<file path="src/rtl/mem_arbiter.sv">
// Two-port (fetch / data) arbiter in front of a single fixed-latency memory.
// Contention goes to data unless ARB_ROUND_ROBIN_EN is defined, which alternates winners.
module mem_arbiter #(
    parameter int WAIT_CYCLES = 2,
    parameter int AW          = 32
) (
    input  logic          clk,
    input  logic          rst,
    input  logic          if_req,
    input  logic [AW-1:0] if_addr,
    output logic          if_gnt,
    output logic [AW-1:0] if_rdata,
    output logic          if_ack,
    input  logic          dm_req,
    input  logic          dm_we,
    input  logic [AW-1:0] dm_addr,
    input  logic [AW-1:0] dm_wdata,
    output logic          dm_gnt,
    output logic [AW-1:0] dm_rdata,
    output logic          dm_ack,
    output logic          mem_en,
    output logic          mem_we,
    output logic [AW-1:0] mem_addr,
    output logic [AW-1:0] mem_wdata,
    input  logic [AW-1:0] mem_rdata,
    output logic          busy
);

    typedef enum logic [1:0] {
        IDLE   = 2'd0,
        ACCESS = 2'd1,
        DONE   = 2'd2
    } state_t;

    localparam logic [3:0] LAST_COUNT = 4'(WAIT_CYCLES);

    state_t     state_reg;
    logic [3:0] cnt_reg;
    logic       owner_dm_reg;
    logic       win_dm;

`ifdef ARB_ROUND_ROBIN_EN
    // last_dm_reg = 1 when the data port received the most recent grant
    logic last_dm_reg;
    assign win_dm = dm_req && (!if_req || !last_dm_reg);
`else
    assign win_dm = dm_req;
`endif

    always_ff @(posedge clk) begin
        if (rst) begin
            state_reg    <= IDLE;
            cnt_reg      <= 4'd0;
            owner_dm_reg <= 1'b0;
            if_gnt       <= 1'b0;
            dm_gnt       <= 1'b0;
            if_ack       <= 1'b0;
            dm_ack       <= 1'b0;
            mem_en       <= 1'b0;
            mem_we       <= 1'b0;
            busy         <= 1'b0;
            if_rdata     <= '0;
            dm_rdata     <= '0;
            mem_addr     <= '0;
            mem_wdata    <= '0;
`ifdef ARB_ROUND_ROBIN_EN
            last_dm_reg  <= 1'b0;
`endif
        end else begin
            case (state_reg)
                IDLE: begin
                    if (if_req || dm_req) begin
                        owner_dm_reg <= win_dm;
                        mem_addr     <= win_dm ? dm_addr : if_addr;
                        mem_wdata    <= win_dm ? dm_wdata : '0;
                        mem_we       <= win_dm && dm_we;
                        mem_en       <= 1'b1;
                        if_gnt       <= !win_dm;
                        dm_gnt       <= win_dm;
                        busy         <= 1'b1;
                        cnt_reg      <= 4'd0;
                        state_reg    <= ACCESS;
`ifdef ARB_ROUND_ROBIN_EN
                        last_dm_reg  <= win_dm;
`endif
                    end
                end
                ACCESS: begin
                    if (cnt_reg == LAST_COUNT) begin
                        // Stores complete with an ack but leave the load data register alone
                        if (owner_dm_reg) begin
                            if (!mem_we) begin
                                dm_rdata <= mem_rdata;
                            end
                            dm_ack <= 1'b1;
                        end else begin
                            if_rdata <= mem_rdata;
                            if_ack   <= 1'b1;
                        end
                        mem_en    <= 1'b0;
                        mem_we    <= 1'b0;
                        state_reg <= DONE;
                    end else begin
                        cnt_reg <= cnt_reg + 4'd1;
                    end
                end
                DONE: begin
                    if_ack    <= 1'b0;
                    dm_ack    <= 1'b0;
                    if_gnt    <= 1'b0;
                    dm_gnt    <= 1'b0;
                    busy      <= 1'b0;
                    state_reg <= IDLE;
                end
                default: begin
                    state_reg <= IDLE;
                end
            endcase
        end
    end

endmodule

</file>
<file path="config.mk">
export PLATFORM = sky130hd
export DESIGN_NAME = mem_arbiter
export DESIGN_NICKNAME = d
export VERILOG_FILES = /design/src/rtl/mem_arbiter.sv
export SDC_FILE = /design/constraint.sdc
export NUM_CORES = 1
export LEC_CHECK = 0
export CORE_MARGIN = 3
export CORE_UTILIZATION = 42
export CTS_CLUSTER_DIAMETER = 60
export DETAILED_ROUTE_END_ITERATION = 8
export PLACE_DENSITY_LB_ADDON = 0.25
export SYNTH_ARGS = -nofsm -noshare
export SYNTH_HDL_FRONTEND = slang
export SYNTH_SLANG_ARGS = --single-unit
export TNS_END_PERCENT = 100
</file>
<file path="constraint.sdc">
create_clock -name clk -period 2.8 [get_ports clk]
set_clock_uncertainty 0.2 [all_clocks]
set_input_delay 0.42 -clock clk [delete_from_list [all_inputs] [get_ports clk]]
set_output_delay 0.42 -clock clk [all_outputs]
set_load 0.02 [all_outputs]
</file>
==> summary by stage, run 1 <==
Synthesis
In the synthesized netlist the dominant register cell turns out to be dfxtp_1. The number of storage elements in the synthesis netlist is 142. The Yosys warning count is 0. Sorting the synthesized cells by area gives the leading types as dfxtp_1, nand2_1, nand3_1. The gate count of the mapped netlist is 705. Of all flip-flops after synthesis, the portion carrying an async set or reset was 0%.

Summing the sequential cell areas from Yosys gives 48.5% of the chip area. The mean instance size in the synthesized netlist is 8.32 sq um. After synthesis, the netlist uses 34 different library cells.

The net count of the mapped netlist is 840. The biggest area contributor in the post-synthesis netlist is dfxtp_1. Yosys mapped a number of flops with a built-in enable equal to 0. The post-synthesis cell area is 0.00587 sq mm. The area fraction of the dominant cell type after synthesis is 48.5%.

Timing
The final number of max-transition violations is 0. For the pin with the worst max-slew slack, the measured transition is 613 ps. The final worst-path cycle share is 86.8%.

The number of hold-slack violations in the final timing report is 0. Setup violations remaining at the end of the flow were counted as 0. The time the final worst path needs with I/O delays and setup is 2430 ps. The fmax is 0.412 GHz. The worst pin sits at a relative slew slack of 59.2%.

Setup repair after global routing left no endpoint under its margin. The worst hold margin is 250 ps. Adding up every negative setup slack in the final design gives 0 ps.

CTS
The post-CTS setup buffer count is 0. The cell sitting at the root of the clock tree is a clkbuf_16. The H-tree depth reported by CTS is 4.

After clock tree synthesis, the clock-pin slew on the worst setup and hold paths is 60 ps. The TritonCTS clock tree is yes. The source-to-sink clock delay at the later pin of the worst-skew pair is 400 ps. After clock tree synthesis, the repair step resized 0 gates.

The number of sinks driven by the clock tree is 142. The hold-fix buffer count after cts is 0. The number of buffers created by CTS is 17.

The longest clock path from root to sink contains 2 buffers.

Finish
The growth of design area from synthesis to finish is 57.6%. The final-stage net count is 1079. The share of final-layout standard cells stronger than drive strength 1 is 12.1%. For this run, the share of the core covered by cells in the final layout is 68.7%. The number of diodes added for antenna fixing is 0.

Setup path
For the worst setup path, the data required time is 2890 ps. In this run the worst path has a maximum fanout of 32. The slowest stage cell on the critical path is or4_4. Traced cell by cell, the critical path runs through inv_1, ha_1, or3b_1, or4_4, nand2_2, a21oi_2. Data arrives at the worst endpoint at 2520 ps. The delay of the slowest cell on the worst path is 800 ps. The worst setup path is launched from a flip-flop. The kind of end point of the critical path is a flip-flop. The worst setup path is of the flip-flop to flip-flop kind.

Power
The total chip power is 5.31 mW. The total power per unit cell area is 574 mW/mm^2. The leakage power total is 3.19 nW. The worst-case IR drop observed on VDD is 0.000404 V.

Global route
The overall overflow remaining after global route is 0. The via count of the first global-routing pass is 5358. The first-pass GRT wire length is 26.6 mm. Entering global routing, the biggest net connects 63 pins. Global routing used 21.8% of the available tracks. The initial antenna violation count came to 0.

Placement
Routability-driven placement finished with a final weighted congestion of 0.744. Buffers placed on the I/O ports in this run total 267. The HPWL after detailed placement is 12.0 mm.

Routing
For this block, the via count after detailed routing is 5731. The mean routed wirelength per cell is 15.3 um. The number of vias per cell is 5.06.

For this block, the routed nets add up to 17.3 mm of wire. The remaining routing DRC violations is 0. The number of iterations in the first detailed-routing pass is 4. The remaining number of nets flagged by the antenna check after routing is 0. The detailed router finished its first iteration with 310 violations.

Outcome
The flow ran to the end, and the final reports show no timing, DRC or antenna violations.

Floorplanning
The die is 124 um wide. The effective utilization at floorplan is 43.6%. In this run the standard cell core region covers 0.0135 sq mm. Row generation in the floorplan step produced 42 rows. The die height is 124 um. The overall die area is 0.0154 sq mm.

The I/O pin count is 268.

Min path
The path type of the worst min-delay path is flip-flop to flip-flop.

Flow run
Across the run, the number of max-cap violations was 0.
[worst paths after layout]
check | startpoint | endpoint | slack [ps] | cells after the start
setup / recovery | cnt_reg[0] | dm_rdata[25] | 370 | 6
hold / removal | if_rdata[2] | if_rdata[2] | 250 | 2
setup reg to reg | cnt_reg[0] | dm_rdata[25] | 370 | 6
hold reg to reg | if_rdata[2] | if_rdata[2] | 250 | 2
[kinds of logic after synthesis]
| logic type | Yosys count | share of synthesized area, % |
|---|---|---|
| buffers and inverters | 65 | 4.86 |
| adder cells (fa/ha/maj) | 2 | 0.427 |
| flip-flops | 142 | 48.5 |
| multiplexers | 1 | 0.171 |
| AO/OA/AOI/OAI | 174 | 20.4 |
| AND/OR/NAND/NOR | 321 | 25.7 |
[where the power goes]
part / total, mW / internal, mW / leakage (nW) / switching [mW]
combinational: 0.788 / 0.401 / 1.74 / 0.386
sequential: 2.16 / 2.10 / 1.16 / 0.0558
clock: 2.36 / 1.53 / 0.303 / 0.827
[placed cells by master, fill, tap and decap left out, types with 4 or more instances in the layout]
cell type / count
bufinv_16: 4
clkbuf_16: 17
a21oi_2: 30
dfxtp_1: 142
nand2b_1: 33
a21oi_1: 42
nand2_1: 133
a22oi_1: 32
buf_4: 16
a31oi_1: 33
clkinv_2: 4
nor2_1: 44
clkdlybuf4s50_1: 264
a21o_1: 31
nand3_1: 66
nand2_2: 30
[through the flow]
step                      worst slack [ps]  cells  cell area [sq um]
after detailed placement               368   1101               8620
after global placement                 431   1101               8620
after global routing                   271   1133               9240
after CTS                              365   1133               9240
final                                  371   1133               9240
after floorplan                        599    705               5870
[layer usage]
metal  part of all wire [%]  global-route usage [%]  vias to the layer above  routed length, um
met5                      0                       0                        -                  0
met4                    1.4                    6.02                        0                240
met3                    8.6                    8.63                       19               1490
met2                     48                    36.6                      182               8400
met1                     42                    26.1                     2653               7200
li1                       -                       -                     2877                  -
[cell usage after synthesis, types with 2 or more instances]
library cell / n
nand3_1: 66
buf_2: 9
a21oi_2: 30
a21o_1: 31
a21oi_1: 42
dfxtp_1: 142
a32oi_1: 2
nor2_1: 45
nor2b_1: 2
nand2_1: 133
a31oi_1: 33
a22oi_1: 32
inv_1: 2
ha_1: 2
nand2b_1: 33
buf_6: 4
clkbuf_1: 50
or2_2: 2
nand2_2: 30
[cell type report]
cell class,count,area [sq um]
tap,176,220
clock buffer,21,460
inverter,2,7.51
fill,1128,4210
clock inverter,11,164
timing repair buffer,283,2790
multi-input combinational,498,2760
sequential,142,2840
[worst max-delay path, delay by kind of cell, from the launching register on]
| kind | cells | cell delay, ps |
|---|---|---|
| adders and majority gates | 1 | 150 |
| AOI/OAI and AO/OA | 1 | 60 |
| and+or+nand+nor | 3 | 1460 |
| DFF | 1 | 340 |
| buffers and inverters | 1 | 80 |
Power figures use the tool's default switching activity.
==> run 2, diff against run 1 <==
--- a/config.mk
+++ b/config.mk
@@ -6,7 +6,8 @@
 export NUM_CORES = 1
 export LEC_CHECK = 0
 export CORE_MARGIN = 3
-export CORE_UTILIZATION = 42
+export CORE_UTILIZATION = 43
+export CTS_BUF_LIST = sky130_fd_sc_hd__clkbuf_4
 export CTS_CLUSTER_DIAMETER = 60
 export DETAILED_ROUTE_END_ITERATION = 8
 export PLACE_DENSITY_LB_ADDON = 0.25
==> run 2 against run 1 <==
Against the previous run: maximum frequency shrank 0.12%; wire length fell by 2.9%; register-to-register slack about the same; core utilization shrank 1.8 points; power fell by 20%; worst setup slack worse by 2.9 ps; sequential share of layout area increased by 1.2 points; final cell count shrank 0.18%; critical path depth unchanged; critical path type unchanged.
==> summary by stage, run 2 (synthesis gave the netlist of run 1 again) <==
Outcome
The run finished with clean final reports.

Power
The leakage power total is 3.03 nW (-5.1%). The total power per unit cell area is 475 mW/mm^2 (-17%). The largest voltage drop on the vdd net was 0.000424 V (+4.9%). The total chip power is 4.23 mW (-20%).

Floorplanning
The die outline width came to 123 um (-1.1%). The area inside the core boundary came to 0.0133 sq mm (-1.2%). The I/O pin count is 268 (unchanged).

The effective utilization at floorplan is 44.1% (+0.52 points). The die height came to 123 um (-1.1%). The overall die area came to 0.0151 sq mm (-2.2%).

The row count is 42 (unchanged).

Setup path
The critical path is of the flip-flop to flip-flop type. The delay of the slowest cell on the worst path is 810 ps (about the same). The minimum setup slack among reg-to-reg paths came to 370 ps (about the same). The slowest stage cell on the critical path is or4_4.

The required time of the critical path came to 3020 ps (+130 ps). Grouping stages by cell kind, the critical path spends the most delay in simple AND/OR/NAND/NOR gates. Tracing the worst setup path back leads to its startpoint at cnt_reg[0]. The critical path goes through inv_1, ha_1, or3b_1, or4_4, nand2_2, a21oi_2. The kind of end point of the critical path is a flip-flop.

The worst reg2reg path depth is 6 (unchanged). The endpoint of the most critical setup path is dm_rdata[8]. The sum of buffers and inverters on the critical path came to 1 (unchanged). The worst setup path is launched from a flip-flop.

The endpoint identified for the worst register-to-register timing path is dm_rdata[8]. The data arrival time of the worst path was 2650 ps (+130 ps). The largest driver fanout on the critical path is 32 (unchanged). The startpoint identified for the worst register-to-register timing path is cnt_reg[0]. The path length in cells of the critical path is 6 (unchanged).

Routing
The wire length reported by the detailed router is 16.8 mm (-2.9%). The remaining routing DRC violations is 0 (unchanged). The overall via count from detail_route was 5712 (-0.33%). The number of vias per cell is 5.05 (-0.16%). The remaining number of nets flagged by the antenna check after routing is 0 (unchanged). The initial DRC count is 396 (+28%).

The mean routed wirelength per cell came to 14.9 um (-2.7%). The number of iterations in the first detailed-routing pass is 4 (unchanged).

Finish
The number of diodes added for antenna fixing is 0 (unchanged). The final-stage net count is 1077 (-0.19%). The top cell types in the final layout, fill and taps aside, are clkdlybuf4s50_1, dfxtp_1, nand2_1. Leaving out fill and tap cells, the most frequent cell in the layout is clkdlybuf4s50_1. The number of filler cells placed in the layout is 1158 (+2.7%).

The share of final-layout standard cells stronger than drive strength 1 is 11.9% (-0.18 points). From synthesis to final layout, the design area changed by 51.7%.

Global route
The initial antenna violation count came to 0 (unchanged). The via count of the first global-routing pass is 5240 (-2.2%). The first-pass GRT wire length is 25.8 mm (-2.9%).

The maximum number of pins on one net before global-route repair came to 62 (-1.6%). The aggregate global-route resource usage was 21.6% (-0.22 points). The overall overflow remaining after global route is 0 (unchanged).

CTS
The maximum number of buffers from clock root to sink is 2 (unchanged). The post-CTS setup buffer count is 0 (unchanged). The clock root buffer master is clkbuf_4. The post-cts sizing count is 0 (unchanged). The number of sinks driven by the clock tree is 142 (unchanged). The hold-fix buffer count after cts is 0 (unchanged).

TritonCTS built the clock tree. The number of buffers created by CTS is 17 (unchanged). The H-tree depth reported by CTS is 4 (unchanged). The source-to-sink clock delay at the later pin of the worst-skew pair came to 520 ps (+120 ps). The clock slew at the register clock pins of the worst setup and hold paths is 120 ps (+60 ps).

Min path
The cell depth of the worst hold path is 2 (unchanged). In this run the worst hold path is classified as primary input to flip-flop.

Timing
The final-layout setup total negative slack was 0 ps (unchanged). The time the final worst path needs with I/O delays and setup is 2430 ps (+2.91 ps). The actual transition at the worst max-transition pin was 568 ps (-44.1 ps).

Setup repair after global routing left no endpoint under its margin. The number of hold-slack violations in the final timing report is 0 (unchanged). The fmax is 0.411 GHz (-0.12%).

The total of endpoints with negative setup slack in the final report is 0 (unchanged). The final number of max-transition violations is 0 (unchanged). The final worst-path cycle share came to 86.9% (+0.10 points). The headroom to the max-slew limit is 62.1% (+2.9 points).

Flow run
The max-capacitance violation count is 0 (unchanged).

Placement
The number of buffers added on ports is 267 (unchanged). The weighted congestion reported at the end of routability-driven placement is 0.776 (+4.4%). The HPWL after detailed placement was 11.5 mm (-3.8%).
-- run 2: worst min path at each step --
stage / to / start / slack [ps]
after global routing: mem_addr[11] / rst / 70
final: mem_addr[3] / rst / 110
after CTS: mem_addr[3] / rst / 60
after global placement: if_rdata[15] / if_rdata[15] / 240
after floorplan: cnt_reg[3] / cnt_reg[3] / 260
after detailed placement: dm_rdata[19] / dm_rdata[19] / 240
-- run 2: per-layer routing --
metal  GRT usage (%)  vias to the layer above  part of all wire [%]
li1                -                     2878                     -
met1            26.7                     2629                    43
met2            34.5                      181                    48
met5               0                        -                     0
met3            7.83                       24                   7.7
met4            8.12                        0                   2.0
-- run 2: stage by stage --
stage          setup slack [ps]  utilization, %  instance area, sq um  hold WS (ps)  instances
4_1_cts                     365            66.9                  8900          56.0       1131
3_5_place_dp                374            64.9                  8630           244       1099
2_1_floorplan               599               -                  5870           261        705
5_1_grt                     247            66.9                  8900          68.6       1131
6_report                    368            66.9                  8900           111       1131
3_3_place_gp                424            64.9                  8630           240       1099
-- run 2: final cells by class --
| cell class | count | area, sq um | share of cell area [%] |
|---|---|---|---|
| multi-input combinational | 498 | 2760 | 31.0 |
| clock buffer | 20 | 150 | 1.69 |
| clock inverter | 12 | 121 | 1.36 |
| sequential | 142 | 2840 | 31.9 |
| inverter | 2 | 7.51 | 0.0844 |
| tap | 176 | 220 | 2.47 |
| timing repair buffer | 281 | 2800 | 31.5 |
-- run 2: where the power goes --
part / switching, mW / leakage, nW / total [mW] / internal, mW
Clock: 0.730 / 0.140 / 1.28 / 0.549
Sequential: 0.0552 / 1.16 / 2.15 / 2.10
Combinational: 0.386 / 1.74 / 0.791 / 0.406
==> run 3, diff against run 2 <==
--- a/config.mk
+++ b/config.mk
@@ -11,6 +11,7 @@
 export CTS_CLUSTER_DIAMETER = 60
 export DETAILED_ROUTE_END_ITERATION = 8
 export PLACE_DENSITY_LB_ADDON = 0.25
+export RECOVER_POWER = 50
 export SYNTH_ARGS = -nofsm -noshare
 export SYNTH_HDL_FRONTEND = slang
 export SYNTH_SLANG_ARGS = --single-unit
==> run 3 against run 2 <==
Against the previous run: power is 0.40% lower; combinational power down 2%; clock power barely moved; final area is 0.30% lower; non-clock buffer count is the same; sequential power barely moved; maximum frequency about the same; register-to-register slack about the same; count of clock-buffer cells in the layout unchanged; critical path depth did not move.
==> summary by stage, run 3 (synthesis gave the netlist of run 1 again) <==
Outcome
The run finished with clean final reports.

CTS
The tree is rooted in a clkbuf_4. The number of buffers created by CTS is 17 (unchanged). The post-cts sizing count was 0 (unchanged).

The clock slew at the register clock pins of the worst setup and hold paths is 120 ps (about the same). The number of sinks driven by the clock tree was 142 (unchanged). The hold-fix buffer count after cts was 0 (unchanged). TritonCTS built the clock tree. The H-tree depth reported by CTS is 4 (unchanged). The maximum number of buffers from clock root to sink is 2 (unchanged).

The source-to-sink clock delay at the later pin of the worst-skew pair is 520 ps (about the same). The post-CTS setup buffer count is 0 (unchanged).

Placement
The area after detailed placement came to 0.00863 sq mm (unchanged). The post-placement worst setup slack is 374 ps (unchanged). The HPWL after detailed placement came to 11.5 mm (unchanged). The weighted congestion reported at the end of routability-driven placement is 0.776 (unchanged). The number of buffers added on ports is 267 (unchanged).

Finish
The final-stage net count is 1077 (unchanged). The most common cell after layout, fill and taps aside is clkdlybuf4s50_1. The share of final-layout standard cells stronger than drive strength 1 is 11.8% (-0.10 points).

The number of diodes added for antenna fixing is 0 (unchanged). The growth of design area from synthesis to finish is 51.3%. The post-layout instance area is 0.00887 sq mm (-0.30%).

The library cells used most frequently in the layout, excluding fill and tap cells, are clkdlybuf4s50_1, dfxtp_1, nand2_1.

Floorplanning
The area inside the core boundary is 0.0133 sq mm (unchanged). The overall die area was 0.0151 sq mm (unchanged). The die outline width is 123 um (unchanged). The die height came to 123 um (unchanged). The I/O pin count is 268 (unchanged). The row count is 42 (unchanged).

The effective utilization at floorplan was 44.1% (unchanged).

Timing
The worst-case setup margin in the final layout came to 369 ps (+1.51 ps). The final-layout setup total negative slack came to 0 ps (unchanged). The number of hold-slack violations in the final timing report is 0 (unchanged).

The fmax is 0.411 GHz (about the same). The headroom to the max-slew limit is 44.9% (-17 points). The total of endpoints with negative setup slack in the final report came to 0 (unchanged). The final number of max-transition violations came to 0 (unchanged). The final worst-path cycle share was 86.8% (about the same). Setup repair after global routing left no endpoint under its margin. The actual transition at the worst max-transition pin was 827 ps (+258 ps). The worst hold margin is 114 ps (+2.19 ps). The time the final worst path needs with I/O delays and setup came to 2430 ps (-1.51 ps).

Routing
The number of iterations in the first detailed-routing pass is 4 (unchanged). The number of vias per cell is 5.08 (+0.49%). The remaining routing DRC violations was 0 (unchanged). The mean routed wirelength per cell is 14.9 um (+0.10%). The wire length reported by the detailed router is 16.8 mm (+0.10%). The initial DRC count is 409 (+3.3%). The overall via count from detail_route came to 5740 (+0.49%). The remaining number of nets flagged by the antenna check after routing is 0 (unchanged).

Setup path
The kind of end point of the critical path is a flip-flop. The largest driver fanout on the critical path is 32 (unchanged). The worst reg2reg path depth was 6 (unchanged).

The cell family contributing the most delay on the critical path is simple AND/OR/NAND/NOR gates. The minimum setup slack among reg-to-reg paths is 370 ps (about the same). The data arrival time of the worst path is 2650 ps (about the same). The worst flop-to-flop path startpoint is cnt_reg[0]. The endpoint identified for the worst register-to-register timing path is dm_rdata[8]. Traced cell by cell, the critical path runs through inv_1, ha_1, or3b_1, or4_4, nand2_2, a21oi_2. The sum of buffers and inverters on the critical path is 1 (unchanged). The delay of the slowest cell on the worst path is 810 ps (about the same). The slowest stage cell on the critical path is or4_4. The kind of launch point of the worst setup path is a flip-flop.

The critical path start-end classification is flip-flop to flip-flop. The required time of the critical path is 3020 ps (about the same).

Global route
The aggregate global-route resource usage is 21.6% (unchanged). The maximum number of pins on one net before global-route repair is 62 (unchanged). The first-pass GRT wire length is 25.8 mm (unchanged). The via count of the first global-routing pass is 5240 (unchanged).

The initial antenna violation count is 0 (unchanged). The overall overflow remaining after global route was 0 (unchanged).

Power
The largest voltage drop on the vdd net is 0.000427 V (+0.82%). The total chip power came to 4.21 mW (-0.40%). The leakage power total was 3.21 nW (+5.9%). The total power per unit cell area was 474 mW/mm^2 (-0.10%).

Min path
The cell depth of the worst hold path is 2 (unchanged). The startpoint identified for the worst hold timing path is rst. The path type of the worst min-delay path is primary input to flip-flop.

The end point of the worst hold path is mem_addr[3].

Flow run
The max-capacitance violation count is 0 (unchanged).
run 3: cell types whose count changed in the layout (fill, tap and decap cells not counted):
cell	before	now
dlygate4sd3_1	0	59
clkdlybuf4s50_1	264	205
buf_4	12	9
clkbuf_2	0	4
o21ai_2	1	0
o21ai_0	0	1
buf_12	3	2
run 3: worst reg2reg max path: cells and delay by family, from the launching register on:
kind / cells / cell delay [ps]
DFF: 1 / 350
AOI/OAI and AO/OA: 1 / 50
buffers and inverters: 1 / 90
adders and majority gates: 1 / 150
and+or+nand+nor: 3 / 1480
run 3: power by group:
group	total [mW]	switching [mW]	internal, mW
Clock	1.28	0.733	0.549
Combinational	0.773	0.385	0.388
Sequential	2.15	0.0538	2.10
run 3: layer usage:
layer / global-route usage (%) / vias to the layer above / share of wire [%] / wire (um)
li1: - / 2878 / - / -
met2: 34.5 / 183 / 47 / 8000
met3: 7.83 / 22 / 7.8 / 1310
met5: 0 / - / 0 / 0
met4: 8.12 / 0 / 2.0 / 332
met1: 26.7 / 2657 / 43 / 7210
run 3: worst max path at each step:
stage / start / depth (start not counted) / slack [ps] / endpoint
6_report: cnt_reg[0] / 6 / 370 / dm_rdata[8]
3_5_place_dp: cnt_reg[0] / 6 / 370 / dm_rdata[27]
4_1_cts: cnt_reg[0] / 6 / 370 / dm_rdata[11]
3_3_place_gp: cnt_reg[0] / 6 / 420 / dm_rdata[11]
5_1_grt: state_reg[0] / 5 / 250 / mem_addr[19]
2_1_floorplan: cnt_reg[0] / 9 / 600 / dm_rdata[10]
run 3: stage by stage:
step | std cells | util [%]
2_1_floorplan | 705 | -
3_3_place_gp | 1099 | 64.9
3_5_place_dp | 1099 | 64.9
4_1_cts | 1131 | 66.9
5_1_grt | 1131 | 66.7
6_report | 1131 | 66.7
run 3: cell type report:
| class | instances | area [sq um] |
|---|---|---|
| Timing Repair Buffer | 281 | 2780 |
| Inverter | 2 | 7.51 |
| Sequential cell | 142 | 2840 |
| Fill cell | 1163 | 4420 |
| Multi-Input combinational cell | 498 | 2750 |
| Clock inverter | 12 | 121 |
| Clock buffer | 20 | 150 |
| Tap cell | 176 | 220 |
